===== src/rtl/wb_sdram_arbiter.sv =====
// ---------------------------------------------------------------------------
// wb_sdram_arbiter
//
// Two-master Wishbone B4 pipelined arbiter in front of the SDRAM controller
// slave port. Master 0 is the USB ingress path (SDRAM writes), master 1 is
// the USB egress path (SDRAM reads). Everything runs in the USB_IFCLK domain.
//
// Handshake: a request is accepted on a clock edge where s_stb_o=1 and
// s_stall_i=0. Each accepted request is later closed by exactly one s_ack_i.
// Master-side stall/ack/data are combinational passthroughs of the slave
// signals (zero added latency); the slave-side request is a combinational
// mux of the current owner's request.
//
// Ports:
//   clk_i, rst_i                 clock, synchronous active-high reset
//   m0_* / m1_*                  Wishbone master ports (cyc/stb/we/sel/addr/
//                                data in; data/stall/ack/err out)
//   s_*                          Wishbone port towards the SDRAM controller
//   dbg_state                    FSM state (0 IDLE, 1 GRANT, 2 ABORT)
//   dbg_outstanding              accepted-but-unacked request count
//
// Build option: define WB_ARB_ROUND_ROBIN_EN to break simultaneous requests
// in favour of the master that was not granted last; otherwise master 0
// always wins a tie.
// ---------------------------------------------------------------------------
module wb_sdram_arbiter #(
    parameter int ADDR_WIDTH      = 32,
    parameter int DATA_WIDTH      = 32,
    parameter int MAX_OUTSTANDING = 4,
    parameter int TIMEOUT_CYCLES  = 255
) (
    input  logic                  clk_i,
    input  logic                  rst_i,

    input  logic                  m0_cyc_i,
    input  logic                  m0_stb_i,
    input  logic                  m0_we_i,
    input  logic [3:0]            m0_sel_i,
    input  logic [ADDR_WIDTH-1:0] m0_addr_i,
    input  logic [DATA_WIDTH-1:0] m0_data_i,
    output logic [DATA_WIDTH-1:0] m0_data_o,
    output logic                  m0_stall_o,
    output logic                  m0_ack_o,
    output logic                  m0_err_o,

    input  logic                  m1_cyc_i,
    input  logic                  m1_stb_i,
    input  logic                  m1_we_i,
    input  logic [3:0]            m1_sel_i,
    input  logic [ADDR_WIDTH-1:0] m1_addr_i,
    input  logic [DATA_WIDTH-1:0] m1_data_i,
    output logic [DATA_WIDTH-1:0] m1_data_o,
    output logic                  m1_stall_o,
    output logic                  m1_ack_o,
    output logic                  m1_err_o,

    output logic                  s_cyc_o,
    output logic                  s_stb_o,
    output logic                  s_we_o,
    output logic [3:0]            s_sel_o,
    output logic [ADDR_WIDTH-1:0] s_addr_o,
    output logic [DATA_WIDTH-1:0] s_data_o,
    input  logic [DATA_WIDTH-1:0] s_data_i,
    input  logic                  s_stall_i,
    input  logic                  s_ack_i,

    output logic [1:0]            dbg_state,
    output logic [3:0]            dbg_outstanding
);

    typedef enum logic [1:0] {
        ST_IDLE  = 2'd0,
        ST_GRANT = 2'd1,
        ST_ABORT = 2'd2
    } state_t;

    localparam logic [3:0] MAX_OUT     = 4'(MAX_OUTSTANDING);
    localparam logic [7:0] TIMEOUT_LIM = 8'(TIMEOUT_CYCLES);

    state_t     state;
    logic       owner;        // 0 = master 0, 1 = master 1
    logic [3:0] outstanding;
    logic [7:0] timeout;

`ifdef WB_ARB_ROUND_ROBIN_EN
    logic       last_owner;
`endif

    // Owner request mux
    logic                  own_cyc;
    logic                  own_stb;
    logic                  own_we;
    logic [3:0]            own_sel;
    logic [ADDR_WIDTH-1:0] own_addr;
    logic [DATA_WIDTH-1:0] own_data;

    always_comb begin
        own_cyc  = m0_cyc_i;
        own_stb  = m0_stb_i;
        own_we   = m0_we_i;
        own_sel  = m0_sel_i;
        own_addr = m0_addr_i;
        own_data = m0_data_i;
        if (owner) begin
            own_cyc  = m1_cyc_i;
            own_stb  = m1_stb_i;
            own_we   = m1_we_i;
            own_sel  = m1_sel_i;
            own_addr = m1_addr_i;
            own_data = m1_data_i;
        end
    end

    logic granted;
    logic room;
    logic full;
    logic timed_out;
    logic ack_ok;
    logic accept;
    logic next_owner;

    assign granted   = (state == ST_GRANT);
    assign room      = (outstanding < MAX_OUT);
    assign full      = (outstanding == MAX_OUT);
    assign timed_out = granted && (timeout == TIMEOUT_LIM);
    // Acks with nothing outstanding (stale or spurious) are swallowed.
    assign ack_ok    = granted && s_ack_i && (outstanding != 4'd0);
    assign accept    = s_stb_o && !s_stall_i;

`ifdef WB_ARB_ROUND_ROBIN_EN
    assign next_owner = (m0_cyc_i && m1_cyc_i) ? ~last_owner : ~m0_cyc_i;
`else
    // Master 0 wins whenever it is requesting.
    assign next_owner = ~m0_cyc_i;
`endif

    // Slave request outputs are quiet outside GRANT.
    always_comb begin
        s_cyc_o  = 1'b0;
        s_stb_o  = 1'b0;
        s_we_o   = 1'b0;
        s_sel_o  = '0;
        s_addr_o = '0;
        s_data_o = '0;
        if (granted) begin
            s_cyc_o  = own_cyc;
            s_stb_o  = own_stb && room;
            s_we_o   = own_we;
            s_sel_o  = own_sel;
            s_addr_o = own_addr;
            s_data_o = own_data;
        end
    end

    // A master is only released from stall while it owns the bus in GRANT.
    assign m0_stall_o = !(granted && !owner) || s_stall_i || full;
    assign m1_stall_o = !(granted &&  owner) || s_stall_i || full;
    assign m0_ack_o   = ack_ok && !owner;
    assign m1_ack_o   = ack_ok &&  owner;
    assign m0_err_o   = timed_out && !owner;
    assign m1_err_o   = timed_out &&  owner;
    assign m0_data_o  = s_data_i;
    assign m1_data_o  = s_data_i;

    assign dbg_state       = state;
    assign dbg_outstanding = outstanding;

    always_ff @(posedge clk_i) begin
        if (rst_i) begin
            state       <= ST_IDLE;
            owner       <= 1'b0;
            outstanding <= 4'd0;
            timeout     <= 8'd0;
`ifdef WB_ARB_ROUND_ROBIN_EN
            last_owner  <= 1'b1;
`endif
        end else begin
            case (state)
                ST_IDLE: begin
                    outstanding <= 4'd0;
                    timeout     <= 8'd0;
                    if (m0_cyc_i || m1_cyc_i) begin
                        state <= ST_GRANT;
                        owner <= next_owner;
`ifdef WB_ARB_ROUND_ROBIN_EN
                        last_owner <= next_owner;
`endif
                    end
                end
                ST_GRANT: begin
                    if (timed_out) begin
                        // Hung slave: give up on everything in flight.
                        state       <= ST_ABORT;
                        outstanding <= 4'd0;
                        timeout     <= 8'd0;
                    end else if (!own_cyc) begin
                        state       <= ST_IDLE;
                        outstanding <= 4'd0;
                        timeout     <= 8'd0;
                    end else begin
                        case ({accept, ack_ok})
                            2'b10:   outstanding <= outstanding + 4'd1;
                            2'b01:   outstanding <= outstanding - 4'd1;
                            default: outstanding <= outstanding;
                        endcase
                        if (ack_ok || (outstanding == 4'd0)) begin
                            timeout <= 8'd0;
                        end else begin
                            timeout <= timeout + 8'd1;
                        end
                    end
                end
                ST_ABORT: begin
                    if (!own_cyc) begin
                        state <= ST_IDLE;
                    end
                end
                default: begin
                    state <= ST_IDLE;
                end
            endcase
        end
    end

endmodule


===== config.mk =====
export PLATFORM = sky130hd
export DESIGN_NAME = wb_sdram_arbiter
export DESIGN_NICKNAME = d
export VERILOG_FILES = /design/src/rtl/wb_sdram_arbiter.sv
export SDC_FILE = /design/constraint.sdc
export NUM_CORES = 1
export LEC_CHECK = 0
export ABC_AREA = 1
export ABC_CLOCK_PERIOD_IN_PS = 3200
export BUFFER_PORTS_ARGS = -buffer_cell sky130_fd_sc_hd__buf_4
export CORE_AREA = 2 2 127 129
export DETAILED_ROUTE_END_ITERATION = 10
export DIE_AREA = 0 0 129 131
export SETUP_SLACK_MARGIN = 0.02
export SLEW_MARGIN = 20
export SYNTH_ARGS = -nofsm -noshare
export SYNTH_HDL_FRONTEND = slang
export SYNTH_SLANG_ARGS = --single-unit

===== constraint.sdc =====
create_clock -name clk_i -period 3.2 [get_ports clk_i]
set_input_delay 0.32 -clock clk_i [delete_from_list [all_inputs] [get_ports clk_i]]
set_output_delay 0.32 -clock clk_i [all_outputs]
set_load 0.02 [all_outputs]

==> impl_metrics.csv <==
group,metric,value,unit
worst_setup_path,crit_type,"register to output pin",
hold_path,worstHoldStart,"rst_i",
pwr,p_leak,0.00187,µW
die,ioPinCount,325,
clocking,cts.htree.levels,1,
route,post_drt_wl_per_cell,16.1,µm
timing,final_hold_viol_count,0,
timing,report.final.setup_viol,0,
worst_setup_path,reg2reg_setup_slack,1060,ps
clocking,clk_path_buf_depth,2,
timing,tightest_slew,743,ps
die,die_y,131,µm
job,max-cap-violations,0,
logic_synthesis,netlist_instances,289,
logic_synthesis,synth_top_cell_area_share,28.4,%
grt,gr-total-overflow,0,
logic_synthesis,synth_flop_cell,"dfxtp_1",
die,start_util,13.6,%
route,drcViolationCount,0,
logic_synthesis,ys_top_cells_by_count,"a22o_1, buf_4, nand2_1",
logic_synthesis,seq_area_frac_synth,14.1,%
finish,fin_util,23.5,%
grt,grt_usage,11.0,%
finish,nFillCells,1725,
worst_setup_path,startpoint,"owner",
timing,finClkSkew,1.09,ps
logic_synthesis,synth_edf_count,0,
finish,multi_input_area,0.00120,mm²
logic_synthesis,syn_area,0.00213,mm²
pwr,power.density,283,mW/mm²
grt,grt_pass1_vias,2370,
grt,grt_max_degree,71,
grt,antenna_found_initial,0,
logic_synthesis,synth_cell_type_count,26,
grt,grt_pass1_wl,14.2,mm
finish,seq_area,300,µm²
logic_synthesis,syn_nets,471,
timing,period_share,76.7,%
logic_synthesis,ys_ff_latch,15,
clocking,cts_setup_buffers,0,
die,die-area,0.0169,mm²
finish,drive_above_1_share,57.0,%
logic_synthesis,ys_warn_count,0,
die,die_w,129,µm
route,wl,10.6,mm
route,vias,2620,
route,antenna_left,0,
worst_setup_path,critPathRequiredTime,2880,ps
place,dp_hpwl,8.75,mm
clocking,cts_hold_buf,0,
timing,rsz0062_at_grt,"false",
clocking,clockRootBuffer,"clkbuf_16",
die,placeableCoreArea,0.0156,mm²
clocking,clk_pin_slew_worst_paths,50,ps
worst_setup_path,start_kind,"register",
place,routabilityCongestion,0.779,
logic_synthesis,synthTopCellsByArea,"a22o_1, buf_4, dfxtp_1, nand2_1, buf_2",
worst_setup_path,cp_max_fo,70,
clocking,clock_latency,250,ps
run_status,status,"finished, final reports clean",
pwr,finalPower,1040,µW
clocking,cts_tree,"done",
worst_setup_path,rr_startpoint,"dbg_state[1]",
die,row_count,46,
route,drt_iter0_markers,124,
finish,diodes,0,
clocking,cts_made_buffers,3,
logic_synthesis,syn_area_per_cell,7.36,µm²
logic_synthesis,synth_area_leader_cell,"a22o_1",
route,viasPerCell,3.97,
logic_synthesis,ys_async_sr_fraction,0,%
timing,drv_slew,0,
worst_setup_path,worstPathArrival,2130,ps
timing,min_period,2450,ps
logic_synthesis,post-synth-top-count-cell,"a22o_1",
timing,setup_tns,0,ps
finish,final_nets,627,
hold_path,worstHoldPathType,"primary input to register",
route,first_pass_iters,4,
clocking,cts_sinks,15,
worst_setup_path,critPathCaptureType,"output pin",
timing,fmax,0.407,GHz
pwr,ir_worst_vdd,259,µV
timing,hold_ws,258,ps
timing,maxSlewHeadroom,50.5,%
place,port_buffers,228,
finish,area_growth,72.2,%
clocking,post_cts_resized,0,
[final timing paths]
path                              to  depth (start not counted)
setup / recovery        s_data_o[13]                          5
hold / removal    dbg_outstanding[3]                          2
setup reg to reg  dbg_outstanding[3]                         15
hold reg to reg           timeout[1]                          2
[per-stage QoR]
step                      setup slack, ps  cell area [µm²]  cells
final                                 745             3660    660
after global routing                  564             3660    660
after CTS                             698             3660    660
after detailed placement              979             3580    656
after global placement               1000             3580    656
after floorplan                      1170             2130    289
[worst max-delay path, stage by stage, from the launching register on]
cell,delay [ps]
dfxtp_1,490
inv_1,200
nor2_4,130
buf_4,540
a22o_1,290
buf_4,170
[cell usage in the layout (no fill, tap or decap), types with 3 or more instances in the layout]
cell       instances
inv_1             18
ha_1               3
clkbuf_16          3
nor2_2             3
o21ai_0            5
nor2_1            18
nand3_1           15
buf_4            230
a21oi_1            7
nand2_4            4
nand4_1            3
dfxtp_1           15
nand2_1           25
a22o_1            69
nor3_1             4
inv_2              3
xor2_1             4
[report_power, final]
part	internal, µW	leakage [µW]	switching, µW
Combinational	293	0.00170	293
Sequential	192	0.000122	9.10
Clock	167	0.0000409	83.5
[registers in the layout, indices dropped and copies added, names as in the netlist]
| name | flops |
|---|---|
| owner | 1 |
| timeout | 8 |
| dbg_outstanding | 4 |
| dbg_state | 2 |
[layout make-up]
cell class | count | area share (%)
Clock inverter | 1 | 0.137
Timing Repair Buffer | 230 | 47.1
Clock buffer | 3 | 2.05
Multi-Input combinational cell | 173 | 32.8
Sequential cell | 15 | 8.20
Inverter | 22 | 2.32
Tap cell | 216 | 7.38
[logic make-up after synthesis]
| kind of cell | Yosys count | share of synthesized area (%) |
|---|---|---|
| adder cells (fa/ha/maj) | 4 | 2.71 |
| buffers and inverters | 101 | 30.1 |
| AO/OA/AOI/OAI | 84 | 32.2 |
| flip-flops | 15 | 14.1 |
| XOR/XNOR | 6 | 2.47 |
| AND/OR/NAND/NOR | 79 | 18.4 |
[routing by layer]
| layer | vias up | share of wire (%) | GRT usage [%] |
|---|---|---|---|
| met1 | 1156 | 43 | 14.4 |
| met5 | - | 0 | 0 |
| met2 | 188 | 47 | 18.2 |
| met3 | 7 | 9.6 | 3.38 |
| li1 | 1269 | - | - |
| met4 | 0 | 0.57 | 1.79 |
Note: power is estimated with default switching activity, not from simulation.
